[src/rtl/uart_img_loader_ctrl_pkg.sv]
// Shared definitions for the UART image loader: state encodings, protocol bytes and
// the digit-to-ASCII mapping used for the result byte.
package uart_img_loader_ctrl_pkg;

  localparam logic [2:0] ST_IDLE     = 3'd0;
  localparam logic [2:0] ST_LOAD     = 3'd1;
  localparam logic [2:0] ST_START    = 3'd2;
  localparam logic [2:0] ST_WAIT_INF = 3'd3;
  localparam logic [2:0] ST_SEND     = 3'd4;
  localparam logic [2:0] ST_WAIT_TXH = 3'd5;
  localparam logic [2:0] ST_WAIT_TXL = 3'd6;

  localparam int unsigned IMG_PIXELS_DEF = 784;
  localparam logic [7:0]  SYNC_BYTE_DEF  = 8'hAA;
  localparam logic [7:0]  ASCII_ZERO     = 8'h30;
  localparam logic [7:0]  ASCII_ERR      = 8'h3F;

  // Digits 0..9 map to '0'..'9'; anything else is reported as '?'.
  function automatic logic [7:0] digit_to_ascii(input logic [3:0] d);
    return (d > 4'd9) ? ASCII_ERR : ASCII_ZERO + {4'd0, d};
  endfunction

endpackage

[src/rtl/byte_timeout_timer.sv]
// Saturating idle-cycle counter; expired is high once TIMEOUT_CYC-1 ticks have
// accumulated since the last clear.
module byte_timeout_timer #(
  parameter int unsigned TIMEOUT_CYC = 5_000_000
) (
  input  logic clk,
  input  logic rst,
  input  logic clear,
  input  logic tick,
  output logic expired
);

  localparam int unsigned    TW   = (TIMEOUT_CYC > 1) ? $clog2(TIMEOUT_CYC) : 1;
  localparam logic [TW-1:0]  LAST = TW'(TIMEOUT_CYC - 1);

  logic [TW-1:0] count;

  always_ff @(posedge clk) begin
    if (rst || clear) begin
      count <= '0;
    end else if (tick && (count != LAST)) begin
      count <= count + 1'b1;
    end
  end

  assign expired = (count == LAST);

endmodule

[src/rtl/uart_img_loader_ctrl.sv]
// Sequencer between the UART byte link and the MNIST core: sync-byte framed image
// load into RAM, inference start, and ASCII result return over uart_tx.
module uart_img_loader_ctrl
  import uart_img_loader_ctrl_pkg::*;
#(
  parameter int unsigned IMG_PIXELS  = IMG_PIXELS_DEF,
  parameter int unsigned ADDR_W      = 10,
  parameter logic [7:0]  SYNC_BYTE   = SYNC_BYTE_DEF,
  parameter int unsigned TIMEOUT_CYC = 5_000_000
) (
  input  logic              sys_clk,
  input  logic              sys_rst,
  input  logic              rx_done,
  input  logic [7:0]        rx_byte,
  input  logic              tx_busy,
  output logic              tx_en,
  output logic [7:0]        tx_byte,
  output logic              img_we,
  output logic [ADDR_W-1:0] img_addr,
  output logic [7:0]        img_wdata,
  output logic              infer_start,
  input  logic              infer_done,
  input  logic [3:0]        infer_result,
  output logic              busy,
  output logic              frame_err
);

  localparam logic [ADDR_W-1:0] LAST_PIX = ADDR_W'(IMG_PIXELS - 1);

  logic [2:0]        state;
  logic [2:0]        state_nx;
  logic [ADDR_W-1:0] cnt;
  logic              tmr_clear;
  logic              tmr_tick;
  logic              tmr_expired;

  // Held clear while idle so every frame starts LOAD with a fresh timer.
  assign tmr_clear = (state == ST_IDLE) || ((state == ST_LOAD) && rx_done);
  assign tmr_tick  = (state == ST_LOAD) && !rx_done;

  byte_timeout_timer #(
    .TIMEOUT_CYC(TIMEOUT_CYC)
  ) u_timer (
    .clk    (sys_clk),
    .rst    (sys_rst),
    .clear  (tmr_clear),
    .tick   (tmr_tick),
    .expired(tmr_expired)
  );

  always_comb begin
    state_nx = state;
    case (state)
      ST_IDLE:     if (rx_done && (rx_byte == SYNC_BYTE)) state_nx = ST_LOAD;
      ST_LOAD: begin
        if (rx_done) begin
          if (cnt == LAST_PIX) state_nx = ST_START;
        end else if (tmr_expired) begin
          state_nx = ST_IDLE;
        end
      end
      ST_START:    state_nx = ST_WAIT_INF;
      // An idle transmitter lets the result go out directly, skipping SEND.
      ST_WAIT_INF: if (infer_done) state_nx = tx_busy ? ST_SEND : ST_WAIT_TXH;
      ST_SEND:     if (!tx_busy) state_nx = ST_WAIT_TXH;
      ST_WAIT_TXH: if (tx_busy) state_nx = ST_WAIT_TXL;
      ST_WAIT_TXL: if (!tx_busy) state_nx = ST_IDLE;
      default:     state_nx = ST_IDLE;
    endcase
  end

  always_ff @(posedge sys_clk) begin
    if (sys_rst) begin
      state       <= ST_IDLE;
      cnt         <= '0;
      busy        <= 1'b0;
      tx_en       <= 1'b0;
      tx_byte     <= '0;
      img_we      <= 1'b0;
      img_addr    <= '0;
      img_wdata   <= '0;
      infer_start <= 1'b0;
      frame_err   <= 1'b0;
    end else begin
      state       <= state_nx;
      busy        <= (state_nx != ST_IDLE);
      img_we      <= 1'b0;
      tx_en       <= 1'b0;
      infer_start <= 1'b0;
      frame_err   <= 1'b0;
      case (state)
        ST_IDLE: begin
          if (rx_done && (rx_byte == SYNC_BYTE)) cnt <= '0;
        end
        ST_LOAD: begin
          if (rx_done) begin
            img_we    <= 1'b1;
            img_addr  <= cnt;
            img_wdata <= rx_byte;
            cnt       <= cnt + 1'b1;
          end else if (tmr_expired) begin
            frame_err <= 1'b1;
          end
        end
        ST_START: infer_start <= 1'b1;
        ST_WAIT_INF: begin
          if (infer_done) begin
            tx_byte <= digit_to_ascii(infer_result);
            tx_en   <= !tx_busy;
          end
        end
        ST_SEND: begin
          if (!tx_busy) tx_en <= 1'b1;
        end
        default: ;
      endcase
    end
  end

endmodule

[config.mk]
export PLATFORM = sky130hd
export DESIGN_NAME = uart_img_loader_ctrl
export DESIGN_NICKNAME = d
export VERILOG_FILES = /design/src/rtl/uart_img_loader_ctrl_pkg.sv /design/src/rtl/byte_timeout_timer.sv /design/src/rtl/uart_img_loader_ctrl.sv
export SDC_FILE = /design/constraint.sdc
export NUM_CORES = 1
export LEC_CHECK = 0
export ABC_AREA = 1
export BUFFER_PORTS_ARGS = -buffer_cell sky130_fd_sc_hd__buf_2
export CELL_PAD_IN_SITES_DETAIL_PLACEMENT = 1
export CELL_PAD_IN_SITES_GLOBAL_PLACEMENT = 1
export CORE_ASPECT_RATIO = 1.75
export CORE_MARGIN = 2
export CORE_UTILIZATION = 44
export DETAILED_ROUTE_END_ITERATION = 16
export PLACE_DENSITY = 0.91
export SKIP_CTS_REPAIR_TIMING = 1
export SYNTH_ARGS = -nofsm -noshare
export SYNTH_HDL_FRONTEND = slang
export SYNTH_SLANG_ARGS = --single-unit
[constraint.sdc]
create_clock -name sys_clk -period 3.27 [get_ports sys_clk]
set_input_delay 0.654 -clock sys_clk [delete_from_list [all_inputs] [get_ports sys_clk]]
set_output_delay 0.654 -clock sys_clk [all_outputs]
set_load 0.05 [all_outputs]
==> flow_summary.yaml <==
outcome:
  status: "complete, no violations"
logic_synthesis:
  synth-edff-count: 0
  synth_top_cell_by_area: "sky130_fd_sc_hd__dfxtp_1"
  seq_area_frac_synth: 0.366
  postSynth.topFlopCell: "sky130_fd_sc_hd__dfxtp_1"
  portion_of_synthesized_cell_area_occupied_by_the_leading_cell_type: 0.366
  ys_warn_count: 0
  yosys-top-cells-count: "163 x sky130_fd_sc_hd__nand2_1, 67 x sky130_fd_sc_hd__nor2_1, 64 x sky130_fd_sc_hd__dfxtp_1, 37 x sky130_fd_sc_hd__inv_1, 35 x sky130_fd_sc_hd__nand3_1"
  postSynthAreaPerCell_um2: 6.91
  netlist_instances: 507
  synthesis.area_um2: 3500
  synthTopCellsByArea: "sky130_fd_sc_hd__dfxtp_1 37%, sky130_fd_sc_hd__nand2_1 17%, sky130_fd_sc_hd__nor2_1 7.2%"
  async_sr_flop_fraction: 0
  synth.lib_cells_used.distinct: 36
  post-synth-top-count-cell: "sky130_fd_sc_hd__nand2_1"
  yosys_reg_bits: 64
cts:
  clock_transition_at_path_regs_ns: 0.06
  tritoncts.num_buffers: 9
  clock-sinks: 64
  max-clock-path-buffers: 2
  cts_root_buffer: "sky130_fd_sc_hd__clkbuf_16"
  level_count_of_the_clock_h_tree: 3
  tritoncts: "built"
  source_to_sink_clock_delay_at_the_later_pin_of_the_worst_skew_pair_ns: 0.34
pwr:
  internal_power_uw: 1480
  power.net_switching_uw: 406
  power_frac_seq: 0.413
  leakage_uw: 0.00162
  worst_ir_drop_vdd_v: 0.000339
  pwr-share-clk: 0.564
  final_total_pwr_uw: 1890
  power.share.switching: 0.215
  power_per_cell_area_nw_per_um2: 466
  share_comb_of_total_power: 0.023
finish:
  final-seq-area_um2: 1280
  nFillCells: 1048
  share_of_cells_above_drive_strength_1: 0.206
  diodes: 0
  area_taken_by_multi_input_logic_gates_um2: 1920
  final_core_util: 0.519
  synthToLayoutAreaGrowth_pct: 15.7
  layout.nets: 568
worst_hold_path:
  min-delay-path-class: "register to register"
  timing.hold.worst.start: "img_addr[1]"
  hold_path_depth: 2
  hold_end: "img_addr[1]"
grt:
  grt_start_max_net_pins: 23
  groute.usage.overall: 0.263
  grt_remaining_overflow: 0
  grt_first_pass_wirelength_mm: 17.7
  antenna_found_initial: 0
  vias_in_the_first_global_route: 3745
worst_setup_path:
  endpoint_of_the_worst_slack_reg_to_reg_timing_path: "u_timer.count[1]"
  worst-r2r-setup-slack_ns: 1.09
  required_ns: 3.50
  timing.critical_path.slowest_stage_cell: "sky130_fd_sc_hd__nor3_4"
  path_cells: "nor3_4 > nand2_4 > nand2_2 > inv_4 > nand2_2 > inv_1 > o21ai_0 > nor2_1"
  critPathBufInv: 2
  critical_path.reg2reg.startpoint: "state[2]"
  worst_path_largest_cell_delay_ns: 0.54
  timing.critical_path.to_type: "register"
  critical_path.most_common_cell: "sky130_fd_sc_hd__nand2_2"
  reg2reg_depth: 8
  crit_family: "simple AND/OR/NAND/NOR gates"
  crit_path_max_fanout: 22
  timing.critical_path.from_type: "register"
  critPathKind: "register to register"
  critical_path_arrival_ns: 2.42
detailed_routing:
  detail_route.iter0.violations: 130
  drt_first_pass_iters: 4
  drc: 0
  wl_per_cell_um: 16.5
  drt-vias-per-instance: 5.42
  routed-via-count: 3493
  drtAntennaViolNets: 0
  drt-total-wl_mm: 10.6
sta:
  setup_viol_count_final: 0
  worst_slew_margin_rel: 0.569
  drv_slew: 0
  fin_worst_skew_ns: 0.00696
  tightest_slew_ns: 0.644
  hold_viol: 0
  fin_setup_tns_ns: 0
  period_minus_slack_ns: 2.18
  final.period_utilization: 0.668
  fmaxAchievable_mhz: 458
  grt_setup_unrepaired: "false"
floorplanning:
  die_area_um2: 8720
  die-height_um: 122
  initial_utilization: 0.449
  io-pin-count: 48
  row_count: 43
  core_area_um2: 7800
  die-width_um: 71.4
placed_design:
  numPortBuffers: 45
  post-dp-hpwl_mm: 7.75
  weighted_congestion_reported_at_the_end_of_routability_driven_placement: 0.900
flow_run:
  timing.max_cap.violations: 0
## cell usage in the layout, fill, tap and decap left out, drive strengths merged, types with 2 or more instances in the layout
cell and count:
nand2 171, nor2 74, dfxtp 64, inv 46, buf 45, a21oi 40
nand3 39, o21ai 18, nand4 13, clkbuf 10, xnor2 7, xor2 5
nor3 4, a22o 3, ha 2, conb 2, bufinv 2, clkinv 2
clkinvlp 2
## worst max-delay path by stage
stage	from	endpoint	slack [ns]	cells past startpoint
6_report	state[2]	u_timer.count[1]	1.09	8
5_1_grt	state[0]	u_timer.count[1]	0.92	9
4_1_cts	state[2]	u_timer.count[1]	1.11	8
3_5_place_dp	sys_rst	u_timer.count[1]	0.97	8
3_3_place_gp	sys_rst	u_timer.count[1]	1.05	8
2_1_floorplan	sys_rst	u_timer.count[15]	1.63	7
## cell families (layout without fill, tap and decap cells)
logic type,count (synthesis),count (layout),share of synthesized area
AND/OR/NAND/NOR,303,303,0.388
AO/OA/AOI/OAI,64,64,0.123
flip-flops,64,64,0.366
buffers and inverters,61,107,0.0857
XOR/XNOR,12,12,0.0300
adder cells (fa/ha/maj),2,2,0.00714
other,1,2,0.00107
## worst min-delay path, cell delays in order (launching register included)
cell and delay (ns):
sky130_fd_sc_hd__dfxtp_1 0.31, sky130_fd_sc_hd__nand2_1 0.06, sky130_fd_sc_hd__nand2_1 0.04
## state kept, by name, indices dropped and copies added (netlist names)
register / cells
busy: 1
cnt: 10
frame_err: 1
infer_start: 1
state: 3
tx_byte: 5
img_we: 1
u_timer.count: 23
img_wdata: 8
img_addr: 10
tx_en: 1
## power by group through the flow
| stage | sequential [uW] | combinational (uW) | clock [uW] |
|---|---|---|---|
| 2_1_floorplan | 798 | 24.7 | 0 |
| 3_3_place_gp | 797 | 42.1 | 0 |
| 5_1_grt | 780 | 47.5 | 1110 |
| 3_5_place_dp | 797 | 43.1 | 0 |
| 6_report | 780 | 43.4 | 1060 |
| 4_1_cts | 780 | 43.4 | 1080 |
## routing by layer
| layer | vias to the layer above | track usage | routed length, um |
|---|---|---|---|
| li1 | 1705 | - | - |
| met1 | 1679 | 0.257 | 3820 |
| met2 | 77 | 0.497 | 6070 |
| met3 | 32 | 0.0331 | 325 |
| met4 | 0 | 0.179 | 410 |
| met5 | - | 0 | 0 |
## area by class of cell
type / instances / area share
multi-input cells: 383 / 0.475
well taps: 90 / 0.0278
clock buffers: 10 / 0.0590
clock inverters: 6 / 0.0228
repair buffers: 45 / 0.0556
inverters: 46 / 0.0438
flip-flops and latches: 64 / 0.316
## per-stage QoR
stage               setup WS, ns  cell area, um2  hold WS [ns]  cells
global placement            1.05            3720         0.428    628
floorplan                   1.63            3510         0.459    508
finish                      1.09            4050         0.446    644
global route               0.921            4050         0.480    644
CTS                         1.11            4050         0.451    644
detailed placement         0.968            3720         0.438    628
(Power assumes the default switching activity.)
